File: config.mk
export PLATFORM = sky130hd
export DESIGN_NAME = decoder_scan_sequencer
export DESIGN_NICKNAME = d
export VERILOG_FILES = /design/src/rtl/decoder_scan_sequencer.sv
export SDC_FILE = /design/constraint.sdc
export NUM_CORES = 1
export LEC_CHECK = 0
export BUFFER_PORTS_ARGS = -buffer_cell sky130_fd_sc_hd__buf_2
export CAP_MARGIN = 5
export CORE_AREA = 2 2 75 77
export CTS_CLUSTER_DIAMETER = 150
export DETAILED_ROUTE_END_ITERATION = 12
export DIE_AREA = 0 0 77 79
export PLACE_DENSITY = 0.74
export SLEW_MARGIN = 15
export SYNTH_ARGS = -nofsm -noshare
export SYNTH_HDL_FRONTEND = slang
export SYNTH_SLANG_ARGS = --single-unit
File: constraint.sdc
create_clock -name clk -period 3.01 [get_ports clk]
set_input_delay 0.301 -clock clk [delete_from_list [all_inputs] [get_ports clk]]
set_output_delay 0.301 -clock clk [all_outputs]
set_load 0.05 [all_outputs]
File: src/rtl/decoder_scan_sequencer.sv
// Select-code sequencer for a 4-to-16 decoder: walks the enabled lines of a mask,
// holding each for a programmable dwell and inserting a one-cycle blanking gap.
module decoder_scan_sequencer #(
  parameter int unsigned DWELL_W = 8
) (
  input  logic               clk,
  input  logic               rst_n,
  input  logic               start,
  input  logic               stop,
  input  logic               continuous,
  input  logic [DWELL_W-1:0] dwell,
  input  logic [15:0]        mask,
  output logic [3:0]         a,
  output logic               valid,
  output logic               busy,
  output logic               done
);

  typedef enum logic [1:0] {IDLE, ACTIVE, GAP} state_t;

  state_t             state;
  logic [15:0]        mask_q;
  logic [DWELL_W-1:0] dwell_q;
  logic [DWELL_W-1:0] cnt;

  // Returns {found, index} of the lowest set bit.
  function automatic logic [4:0] lowest(input logic [15:0] m);
    logic [4:0] r;
    r = '0;
    for (int i = 15; i >= 0; i--) begin
      if (m[i]) r = {1'b1, 4'(i)};
    end
    return r;
  endfunction

  logic [4:0] first_in;
  logic [4:0] first_q;
  logic [4:0] next_q;

  assign first_in = lowest(mask);
  assign first_q  = lowest(mask_q);
  assign next_q   = lowest(mask_q & (16'hFFFE << a));

  always_ff @(posedge clk) begin
    if (!rst_n) begin
      state   <= IDLE;
      a       <= '0;
      valid   <= 1'b0;
      busy    <= 1'b0;
      done    <= 1'b0;
      mask_q  <= '0;
      dwell_q <= '0;
      cnt     <= '0;
    end else begin
      done <= 1'b0;
      case (state)
        IDLE: begin
          // stop beats a simultaneous start; an empty mask never starts a frame
          if (start && !stop && first_in[4]) begin
            mask_q  <= mask;
            dwell_q <= (dwell == '0) ? DWELL_W'(1) : dwell;
            a       <= first_in[3:0];
            cnt     <= DWELL_W'(1);
            valid   <= 1'b1;
            busy    <= 1'b1;
            state   <= ACTIVE;
          end
        end
        ACTIVE: begin
          if (stop) begin
            state <= IDLE;
            a     <= '0;
            valid <= 1'b0;
            busy  <= 1'b0;
          end else if (cnt == dwell_q) begin
            if (next_q[4]) begin
              a     <= next_q[3:0];
              valid <= 1'b0;
              state <= GAP;
            end else if (continuous && first_q[4]) begin
              a     <= first_q[3:0];
              valid <= 1'b0;
              state <= GAP;
            end else begin
              a     <= '0;
              valid <= 1'b0;
              busy  <= 1'b0;
              done  <= 1'b1;
              state <= IDLE;
            end
          end else begin
            cnt <= cnt + DWELL_W'(1);
          end
        end
        GAP: begin
          if (stop) begin
            state <= IDLE;
            a     <= '0;
            valid <= 1'b0;
            busy  <= 1'b0;
          end else begin
            cnt   <= DWELL_W'(1);
            valid <= 1'b1;
            state <= ACTIVE;
          end
        end
        default: begin
          state <= IDLE;
          a     <= '0;
          valid <= 1'b0;
          busy  <= 1'b0;
        end
      endcase
    end
  end

endmodule

## Word level (Yosys, flattened, before mapping)

Index checks and enable logic that the tools add are counted.

| operators by class | value |
|---|---|
| add/subtract/negate cells | 1 |
| equal/unequal tests | 11 |
| shift operators | 1 |
| mux-type cells | 80 |
| bitwise gates (word level) | 4 |
| reduce and logical (&&, ||, !) cells | 13 |

Operators with widths:

| operator | number |
|---|---|
| $mux 5 | 48 |
| $mux 8 | 5 |
| $mux 4 | 6 |
| $pmux 8 s3 | 1 |
| $and 16x16->16 | 1 |
| $shl 16x4->16 const A | 1 |
| $pmux 4 s3 | 1 |
| $mux 1 | 11 |
| $mux 2 | 5 |
| $ne 2x2->1 const B | 5 |
| $reduce_and 5->1 | 2 |
| $ne 3x3->1 const B | 3 |
| $add 8x1->8 const B | 1 |
| $eq 8x8->1 | 1 |
| $logic_not 8->1 | 1 |
| $pmux 1 s3 | 2 |
| $pmux 2 s3 | 1 |
| $reduce_or 5->1 | 1 |
| $reduce_and 2->1 | 2 |
| $logic_and 1x1->1 | 3 |
| $not 1->1 | 3 |
| $reduce_and 3->1 | 1 |
| $reduce_bool 3->1 | 1 |
| $eq 2x1->1 const B | 1 |
| other kinds (3) | 3 |

| word-level totals | value |
|---|---|
| flip-flop bits (word level) | 41 |
| output and inout port bits | 7 |

## Logic depth before layout (Yosys ltp)

Gate-level depths: netlist of run 1.

| logic depth | value |
|---|---|
| depth in word-level cells | 22 |
| mapped depth | 9 |
| gate-level depth less buffers | 7 |

## Least setup slack after synthesis of run 1

Ideal clock, no wire load.

| path | value |
|---|---|
| path kind | reg2reg |
| start point | register a[3] |
| end point | register a[0] |
| data arrival time | 2.146 ns |
| slack | 0.746 ns |
| cell stages (with the launch flop) | 9 |
| buffers on the path | 1 |
| clock period less this slack | 2.264 ns |
| path through | dfxtp_1 -> buf_2 -> nand4_1 -> a22o_1 -> nor4b_4 -> nand2_2 -> a21oi_1 -> o21ai_0 -> a32o_1 |

| between the ends | value |
|---|---|
| word-level cells in the longest chain between the ends | 22 |

Ends and longest elaborated chain:

| what | RTL line | text |
|---|---|---|
| start: declaration | 13 | `output logic [3:0] a,` |
| start signal: assignment | 62 | `a <= first_in[3:0];` |
| start signal: assignment | 77 | `a <= next_q[3:0];` |
| start signal: assignment | 81 | `a <= first_q[3:0];` |
| $shl 16x4->16 * | 42 | `assign next_q = lowest(mask_q & (16'hFFFE << a));` |
| $and 16x16->16 * | 42 |  |
| $mux 5 (15 in series) | 31 | `if (m[i]) r = {1'b1, 4'(i)};` |
| $mux 5 * | 31 |  |
| $mux 4 * | 76 | `if (next_q[4]) begin` |
| $mux 4 * | 75 | `end else if (cnt == dwell_q) begin` |
| $mux 4 * | 70 | `if (stop) begin` |
| $pmux 4 s3 * | 56 | `case (state)` |

Every way passes the cells marked *; elsewhere a longest branch is shown, timed or not. The select of a mux whose other input is x is not followed.
A chain may end at the register's enable or synchronous reset.

## Worst setup path in the final report of run 1

| path | value |
|---|---|
| start point | register state[1] |
| end point | register cnt[7] |

| between the ends | value |
|---|---|
| word-level cells in the longest chain between the ends | 3 |
| elaborated cells on any way between the ends | 10 |

Ends and longest elaborated chain:

| what | RTL line | text |
|---|---|---|
| start: declaration | 21 | `state_t state;` |
| start signal: assignment | 46 | `state <= IDLE;` |
| start signal: assignment | 66 | `state <= ACTIVE;` |
| start signal: assignment | 71 | `state <= IDLE;` |
| $eq 2x1->1 (tied with other cells) | 56 |  |
| $ne 2x2->1 (no source line) or $reduce_bool 3->1 (tied branches) | n/a |  |
| $reduce_and 5->1 (no source line) | n/a |  |
| end signal: assignment | 92 | `cnt <= cnt + DWELL_W'(1);` |
| end: declaration | 24 | `logic [DWELL_W-1:0] cnt;` |

Parallel ways exist; a longest one is shown, timed or not.

==> impl_metrics.ini, run 1 <==
[logic_synthesis]
ys_seq_area_share_pct = 31.9
avgSynthCellArea_um2 = 7.75
postSynthRegisterBits = 41
synth.net_count = 362
synth_ff_type = dfxtp_1
ys_async_sr_fraction_pct = 0
yosys_warnings = 0
synth_edf_count = 0
yosysTopAreaCell = dfxtp_1
syn_inst = 332
ys_types = 65
synth_area_leaders = dfxtp_1 (32%), nor2_1 (6.7%), a21oi_1 (6.0%)
yosys.area.top_type_share_pct = 31.9
synth.cell_area_mm2 = 0.00257

[placement]
hpwl_um = 5040
gp_congestion = 0.940
pre_cts_ws_ns = 0.648
io_buffers = 35

[hold_path]
hold_depth = 3
hold_end = dwell_q[2]
hp-class = input pin to flip-flop
hp-start = dwell[2]

[timing]
rsz0062_at_grt = no
final-hold-violation-count = 0
setup_ws_ns = 0.610
period_needed_ns = 2.40
tns_ns = 0
fin_crit_sh_pct = 79.7
finalSetupViolations = 0
slew_headroom_pct = 21.3
finClkSkew_ns = 0.00542
final-max-slew-violation-count = 0
fmax_mhz = 417
tightest_slew_ns = 1.18

[cts]
numCtsBuffers = 5
ctsHoldBuffers = 0
cts_resized = 0
cts_tree = yes
cts_setup_buffers = 0
cts_sinks = 41
clock_latency_ns = 0.28
clk_pin_slew_worst_paths_ns = 0.08
cts_buffer_depth = 2
htree_levels = 2
cts_root_buf = clkbuf_8

[layout]
drive_gt1_share_pct = 17.9
synthToLayoutAreaGrowth_pct = 12.3
nets = 393
n_antenna_cell = 0

[route]
drc_errors = 0
initialDrtViolationCount = 182
wirelength_um = 6600
via_per_inst = 5.97
routedWlPerCell_um = 15.1
ant_nets = 0
vias = 2601
first_pass_iters = 6

[critical_path]
cp.arrival_ns = 2.57
crit_family = simple AND/OR/NAND/NOR gates
regToRegEndpoint = cnt[7]
crit_chain = nor2_1 > nand2_4 > o211ai_2 > nand4_1 > xor2_1 > nor2_1
worstSetupPathDepth = 6
crit_path_end_kind = flip-flop
crit_slowest_cell = nor2_1
slowest_delay_ns = 0.93
startpoint_type = flip-flop
cp_common_cell = nor2_1
rrSetupSlack_ns = 0.61
worst-path-buf-inv = 0
required_ns = 3.18
critical_path_class = flip-flop to flip-flop
r2r_start = state[1]
cp_max_fo = 18
ff2ff_path_depth = 6

[power_and_ir_drop]
peakVddDrop_uv = 342
p_leak_nw = 1.09
power_density_mw_per_mm2 = 467

[die]
pin_count = 36
dieArea_mm2 = 0.00608
die_h_um = 79
die_w_um = 77
start_util_pct = 48.2
coreArea_mm2 = 0.00534
rows = 27

[job]
drv_cap = 0

[global_route]
grt_pass1_vias = 2378
grt_max_degree = 26
grt_pass1_wl_um = 11300
antenna_found_initial = 0
grt_overflow_total = 0
gr-usage-all-layers_pct = 22.6

[status]
status = completed
==> Yosys cell counts (all sizes together) (3+ instances only) <==
| cell type | number |
|---|---|
| a2111oi | 3 |
| a211oi | 4 |
| a21boi | 4 |
| a21oi | 32 |
| a22o | 3 |
| and3 | 3 |
| buf | 11 |
| clkbuf | 5 |
| dfxtp | 41 |
| inv | 9 |
| mux2i | 7 |
| nand2 | 33 |
| nand2b | 4 |
| nand3 | 27 |
| nand4 | 9 |
| nor2 | 47 |
| nor2b | 5 |
| nor3 | 8 |
| nor4 | 9 |
| o211ai | 3 |
| o21ai | 14 |
| o311ai | 4 |
| o31ai | 3 |
| xnor2 | 9 |
| xor2 | 6 |
==> through the flow <==
stage	power [mW]	std cells	hold WS [ns]	cell area, µm²	utilization (%)
5_1_grt	1.43	436	0.281	2890	54.1
4_1_cts	1.35	436	0.263	2890	54.1
6_report	1.35	436	0.265	2890	54.1
3_5_place_dp	0.972	428	0.463	2790	52.2
3_3_place_gp	0.967	428	0.461	2790	52.2
2_1_floorplan	0.876	332	0.432	2570	-
==> layer usage <==
layer	GRT usage (%)	vias to the layer above	part of all wire [%]
li1	-	1278	-
met1	30.7	1227	45
met2	37.7	90	47
met3	3.52	6	6.2
met4	5.71	0	1.2
met5	0	-	0
==> report_power, final <==
part	internal [mW]	switching (mW)	leakage, nW
clock network	0.207	0.180	0.0542
registers	0.569	0.0437	0.334
logic	0.138	0.211	0.702
total	0.915	0.435	1.09
==> cell type report <==
cell class / count / area (µm²)
clock buffers: 7 / 96.3
clock inverters: 1 / 5.00
fillers: 547 / 2450
inverters: 10 / 37.5
multi-input cells: 265 / 1630
flip-flops and latches: 41 / 821
well taps: 72 / 90.1
repair buffers: 40 / 213
==> how the worst max path moves through the flow <==
stage          slack [ns]      to     start
4_1_cts              0.64  cnt[7]  state[1]
2_1_floorplan        0.75    a[0]      a[3]
3_5_place_dp         0.65  cnt[7]  state[1]
5_1_grt              0.41  cnt[5]  state[1]
6_report             0.61  cnt[7]  state[1]
3_3_place_gp         0.75  cnt[7]  state[1]
==> flip-flops by register name, summed over array words and instances (netlist names) <==
register,count
a,4
mask_q,16
dwell_q,8
done,1
busy,1
state,2
valid,1
cnt,8
==> logic make-up after synthesis <==
kind of cell / Yosys count / synth area share (%)
AND/OR/NAND/NOR: 151 / 29.6
AO/OA/AOI/OAI: 91 / 25.3
flip-flops: 41 / 31.9
buffers and inverters: 26 / 4.91
XOR/XNOR: 15 / 5.10
multiplexers: 7 / 2.72
adder cells (fa/ha/maj): 1 / 0.486
==> layout by cell type, fill, tap and decap left out, types with 2 or more instances in the layout <==
cell type	netlist	final
mux2i_1	7	7
o211ai_1	2	2
o21ai_0	12	12
nor3_1	7	7
dfxtp_1	41	41
nor2_1	46	46
a21oi_1	31	31
nand2_1	31	31
buf_2	8	35
clkbuf_8	0	7
nor3b_1	2	2
o21ai_1	2	2
buf_4	1	5
a22o_1	3	3
and3_1	3	3
nor4_1	6	6
o21a_1	2	2
nor4_2	3	3
xor2_1	6	6
nand3_1	27	27
nand2b_1	4	4
inv_1	8	8
a211oi_1	4	4
xnor2_1	9	9
o31ai_1	3	3
nor2b_1	5	5
a31oi_1	2	2
a21boi_0	4	4
o311ai_0	3	3
nand4_1	9	9
==> worst reg2reg max path, stage by stage (launching register included) <==
cell	delay [ns]
dfxtp_1	0.41
nor2_1	0.93
nand2_4	0.31
o211ai_2	0.24
nand4_1	0.16
xor2_1	0.19
nor2_1	0.05
(Power assumes the default switching activity.)
==> run 2: changes to the inputs <==
==> constraint.sdc (replaced) <==
create_clock -name clk -period 2.5 [get_ports clk]
set_input_delay 0.25 -clock clk [delete_from_list [all_inputs] [get_ports clk]]
set_output_delay 0.25 -clock clk [all_outputs]
set_load 0.05 [all_outputs]
==> run 2 against run 1 <==
Against the previous run:
- flip-flop and latch count unchanged
- wire length decreased by 2.6%
- worst setup slack got worse by 0.34 ns
- core utilization decreased by 0.12 points
- sequential share of layout area increased by 0.062 points
- critical path depth increased by 1
- power increased by 16%
- register-to-register slack got worse by 0.34 ns
- sequential power increased by 21%
- first-iteration DRC count decreased by 1.6%
- worst hold slack got worse by 0.056 ns
- clock skew about the same
- largest cell class unchanged
==> impl_metrics.ini, run 2 (same netlist as run 1, synthesis figures left out) <==
[status]
status = completed

[die]
start_util_pct = 48.2
rows = 27
dieArea_mm2 = 0.00608
die_h_um = 79
coreArea_mm2 = 0.00534
pin_count = 36
die_w_um = 77

[layout]
multi_input_area_mm2 = 0.00163
fin_util_pct = 54.0
largest_register_ffs = 16
drive_gt1_share_pct = 17.5
regMostFlops = mask_q
n_antenna_cell = 0
fillCellCount = 548
top_regs = mask_q x16, cnt x8, dwell_q x8
seqCellArea_um2 = 821
mostFrequentLayoutCell = nor2_1
most-common-layout-cells = nor2_1 (46), dfxtp_1 (41), buf_2 (35)
nets = 395
synthToLayoutAreaGrowth_pct = 12.0

[route]
vias = 2594
drc_errors = 0
first_pass_iters = 4
via_per_inst = 5.92
ant_nets = 0
initialDrtViolationCount = 179
routedWlPerCell_um = 14.7
wirelength_um = 6430

[cts]
numCtsBuffers = 5
cts_buffer_depth = 2
cts_setup_buffers = 0
cts_root_buf = clkbuf_8
ctsHoldBuffers = 0
htree_levels = 2
cts_resized = 0
cts_tree = yes
clk_pin_slew_worst_paths_ns = 0.07
clock_latency_ns = 0.29
cts_sinks = 41

[power_and_ir_drop]
power_mw = 1.57
p_leak_nw = 1.08
power_density_mw_per_mm2 = 544
peakVddDrop_uv = 422

[hold_path]
hp-class = input pin to flip-flop

[timing]
period_needed_ns = 2.23
slew_headroom_pct = 55.9
final-hold-violation-count = 0
tightest_slew_ns = 0.645
rsz0062_at_grt = no
finalSetupViolations = 0
setup_ws_ns = 0.271
tns_ns = 0
final-max-slew-violation-count = 0
finClkSkew_ns = 0.00523
fmax_mhz = 449
fin_crit_sh_pct = 89.2

[critical_path]
slowest_delay_ns = 0.63
crit_chain = nand4_1 > a22o_1 > nor4b_4 > nand2_2 > a21oi_1 > o21ai_0 > a32o_1
critical_path_class = flip-flop to flip-flop
cp_max_fo = 16
startpoint_type = flip-flop
crit_path_end_kind = flip-flop
cp.arrival_ns = 2.41
crit_family = compound AO/OA/AOI/OAI gates
worst-path-buf-inv = 0
crit_slowest_cell = dfxtp_1
required_ns = 2.68

[placement]
hpwl_um = 4880
io_buffers = 35
pre_cts_ws_ns = 0.331
gp_congestion = 0.962

[global_route]
gr-usage-all-layers_pct = 21.9
antenna_found_initial = 0
grt_overflow_total = 0
grt_pass1_wl_um = 10900
grt_pass1_vias = 2385
grt_max_degree = 28

[job]
drv_cap = 0
-- run 2: cell type report --
class / count / share of cell area (%)
flip-flops and latches: 41 / 28.5
clock buffers: 8 / 2.78
multi-input cells: 265 / 56.4
repair buffers: 42 / 7.90
well taps: 72 / 3.13
inverters: 10 / 1.30
-- run 2: per-stage QoR --
step	hold WS [ns]	instance area, µm²	std cells
3_5_place_dp	0.459	2800	430
3_3_place_gp	0.457	2800	430
2_1_floorplan	0.381	2570	332
5_1_grt	0.219	2880	438
4_1_cts	0.206	2880	438
6_report	0.209	2880	438
-- run 2: report_power, final --
part           switching [mW]  internal [mW]
clock                   0.210          0.198
sequential             0.0562          0.686
combinational           0.250          0.169
-- run 2: worst paths after layout --
kind	startpoint	end	cells past startpoint	slack, ns
worst max-delay path	a[1]	a[0]	7	0.27
worst min-delay path	dwell[1]	dwell_q[1]	3	0.21
worst max register to register	a[1]	a[0]	7	0.27
worst min register to register	valid	valid	2	0.47
-- run 2: tightest hold or removal path: stages --
cell	delay, ns
buf_2	0.09
mux2i_1	0.06
nor2_1	0.07
-- run 2: per-layer routing --
metal	up-vias	global-route usage [%]	share of wire [%]
li1	1287	-	-
met1	1203	28.3	45
met2	97	37.0	47
met3	7	4.77	7.2
met4	0	6.43	0.82
met5	-	0	0
==> run 3: changes to the inputs <==
--- a/config.mk
+++ b/config.mk
@@ -5,13 +5,14 @@
 export SDC_FILE = /design/constraint.sdc
 export NUM_CORES = 1
 export LEC_CHECK = 0
+export ABC_AREA = 1
 export BUFFER_PORTS_ARGS = -buffer_cell sky130_fd_sc_hd__buf_2
 export CAP_MARGIN = 5
-export CORE_AREA = 2 2 75 77
+export CORE_AREA = 2 2 76 78
 export CTS_CLUSTER_DIAMETER = 150
 export DETAILED_ROUTE_END_ITERATION = 12
-export DIE_AREA = 0 0 77 79
-export PLACE_DENSITY = 0.74
+export DIE_AREA = 0 0 78 80
+export PLACE_DENSITY = 0.73
 export SLEW_MARGIN = 15
 export SYNTH_ARGS = -nofsm -noshare
 export SYNTH_HDL_FRONTEND = slang
==> run 3 against run 2 <==
Against the previous run:
- design area up 3.6%
- largest power group unchanged
- cell count up 14%
- worst setup slack worse by 0.067 ns
- wire length about the same
- register-to-register slack worse by 0.07 ns
- worst hold slack better by 0.035 ns
- die area up 2.6%
- non-clock buffer count down 1
- synthesized cell count up 17%
- critical path depth up 6
==> impl_metrics.ini, run 3 <==
[global_route]
use_met1_pct = 30.7
grt_max_degree = 23
gr-usage-all-layers_pct = 22.2
grt_pass1_wl_um = 11100
met3_usage_pct = 2.71
grt_busiest_layer = met2
grt.met2_usage_pct = 36.6
grt_pass1_vias = 2395
antenna_found_initial = 0
grt_overflow_total = 0

[critical_path]
crit_chain = inv_1 > nor2_1 > nand2_1 > clkinv_2 > nand2_1 > nand2_1 > nor2_4 > inv_2 > a21oi_4 > nand2_4 > buf_12 > nand3_1 > nor3b_1
cp_common_cell = nand2_1
slowest_delay_ns = 0.37
cp_max_fo = 21
cp.arrival_ns = 2.51
r2r_start = state[0]
required_ns = 2.71
rrSetupSlack_ns = 0.20
crit_slowest_cell = dfxtp_1
worst-path-buf-inv = 4
regToRegEndpoint = cnt[2]
crit_family = simple AND/OR/NAND/NOR gates
startpoint_type = flip-flop
crit_path_end_kind = flip-flop
critical_path_class = flip-flop to flip-flop
ff2ff_path_depth = 13

[placement]
io_buffers = 35
gp_congestion = 0.921
hpwl_um = 5100

[cts]
cts_setup_buffers = 0
cts_buffer_depth = 2
htree_levels = 2
cts_root_buf = clkbuf_8
cts_tree = yes
clk_pin_slew_worst_paths_ns = 0.08
clock_latency_ns = 0.29
numCtsBuffers = 5
cts_sinks = 41

[timing]
rsz0062_at_grt = no
finClkSkew_ns = 0.00753
slew_headroom_pct = 64.7
tightest_slew_ns = 0.516
period_needed_ns = 2.30
fin_crit_sh_pct = 91.8
finalSetupViolations = 0
tns_ns = 0
final-hold-violation-count = 0
hold-worst-slack_ns = 0.244
fmax_mhz = 436
final-max-slew-violation-count = 0

[job]
drv_cap = 0

[route]
wirelength_um = 6430
ant_nets = 0
initialDrtViolationCount = 152
drc_errors = 0
first_pass_iters = 4
routedWlPerCell_um = 12.8
vias = 2631
via_per_inst = 5.25

[layout]
most-common-layout-cells = nand2_1 (87), inv_1 (61), dfxtp_1 (40)
nets = 458
drive_gt1_share_pct = 21.9
fillCellCount = 529
seqCellArea_um2 = 822
regMostFlops = mask_q
multi_input_area_mm2 = 0.00148
mostFrequentLayoutCell = nand2_1
top_regs = mask_q x16, cnt x8, dwell_q x8
largest_register_ffs = 16
n_antenna_cell = 0
synthToLayoutAreaGrowth_pct = 14.1

[die]
start_util_pct = 48.4
die_w_um = 78
pin_count = 36
rows = 27
die_h_um = 80
coreArea_mm2 = 0.00541
dieArea_mm2 = 0.00624

[logic_synthesis]
ys_async_sr_fraction_pct = 0
ys_types = 41
synth_most_common_cell = nand2_1
synth_edf_count = 0
synth.cell_area_mm2 = 0.00262
syn_inst = 388
avgSynthCellArea_um2 = 6.74
synth_ff_type = dfxtp_1
ys_seq_area_share_pct = 31.4
postSynthRegisterBits = 41
yosys_warnings = 0
yosysTopAreaCell = dfxtp_1
synth_common_cells = nand2_1 (87), inv_1 (61), dfxtp_1 (41)
synth_area_leaders = dfxtp_1 (31%), nand2_1 (12%), inv_1 (8.8%)
yosys.area.top_type_share_pct = 31.4
synth.net_count = 418

[power_and_ir_drop]
peakVddDrop_uv = 533
p_leak_nw = 1.40
power_density_mw_per_mm2 = 591

[hold_path]
hold_end = dwell_q[5]
hold_depth = 3
hp-start = dwell[5]
hp-class = input pin to flip-flop

[status]
status = completed
-- run 3: changes by cell type in the layout (fill, tap and decap cells not counted), moves of 6 or more --
cell,delta
inv_1,+53
a21oi_1,-8
nor2_1,-23
nand2_1,+56
xnor2_1,-8
o21ai_2,+6
a21oi_2,+15
o21ai_1,+12
mux2i_1,-7
-- run 3: worst max-delay path by stage --
stage                 to  cells after the start  slack, ns  startpoint
2_1_floorplan  mask_q[8]                     13       0.04        a[3]
5_1_grt        mask_q[9]                     14      0.009      cnt[0]
4_1_cts        mask_q[9]                     13       0.15      cnt[6]
3_5_place_dp      cnt[3]                     15       0.11     mask[4]
6_report          cnt[2]                     13       0.20    state[0]
3_3_place_gp      cnt[3]                     15       0.12     mask[4]
-- run 3: through the flow --
step           util, %  instance area, µm²  setup WS [ns]  cells  power, mW
2_1_floorplan        -                2620         0.0418    388       1.17
3_3_place_gp      53.2                2880          0.117    493       1.30
3_5_place_dp      53.2                2880          0.111    493       1.30
4_1_cts           55.1                2980          0.154    501       1.77
5_1_grt           55.2                2990        0.00937    501       1.88
6_report          55.2                2990          0.204    501       1.77
-- run 3: area by class of cell --
class,count,area share [%]
Tap cell,72,3.02
Sequential cell,41,27.5
Clock inverter,1,0.168
Clock buffer,7,3.23
Multi-Input combinational cell,271,49.6
Timing Repair Buffer,41,7.80
Inverter,68,8.68
-- run 3: layer usage --
layer	vias to the layer above	wire length, µm	share of wire [%]
met3	6	381	5.9
met1	1195	3100	48
li1	1355	-	-
met4	0	60	0.93
met5	-	0	0
met2	75	2890	45
-- run 3: worst reg2reg max path, cell delays in order, from the launching register on --
cell,delay [ns]
dfxtp_1,0.37
inv_1,0.05
nor2_1,0.28
nand2_1,0.21
clkinv_2,0.14
nand2_1,0.08
nand2_1,0.14
nor2_4,0.07
inv_2,0.13
a21oi_4,0.05
nand2_4,0.13
buf_12,0.19
nand3_1,0.17
nor3b_1,0.21
-- run 3: what timing repair did --
item                                    CTS  global route
resized for setup                         0             3
hold buffers                              0             0
endpoints found under the setup margin    0            24
-- run 3: power breakdown --
group / switching (mW) / internal (mW) / total [mW]
Clock: 0.215 / 0.249 / 0.464
Sequential: 0.0414 / 0.706 / 0.747
Combinational: 0.360 / 0.194 / 0.553
-- run 3: cells by family (layout without fill, tap and decap cells) --
group           Yosys count  count (layout)  synth area share [%]
fa+ha+maj                 1               1                 0.478
xor+xnor                  8               8                  2.68
compound gates           86              86                  21.3
buf+inv                  76             117                  12.3
flops                    41              41                  31.4
simple gates            176             176                  31.9
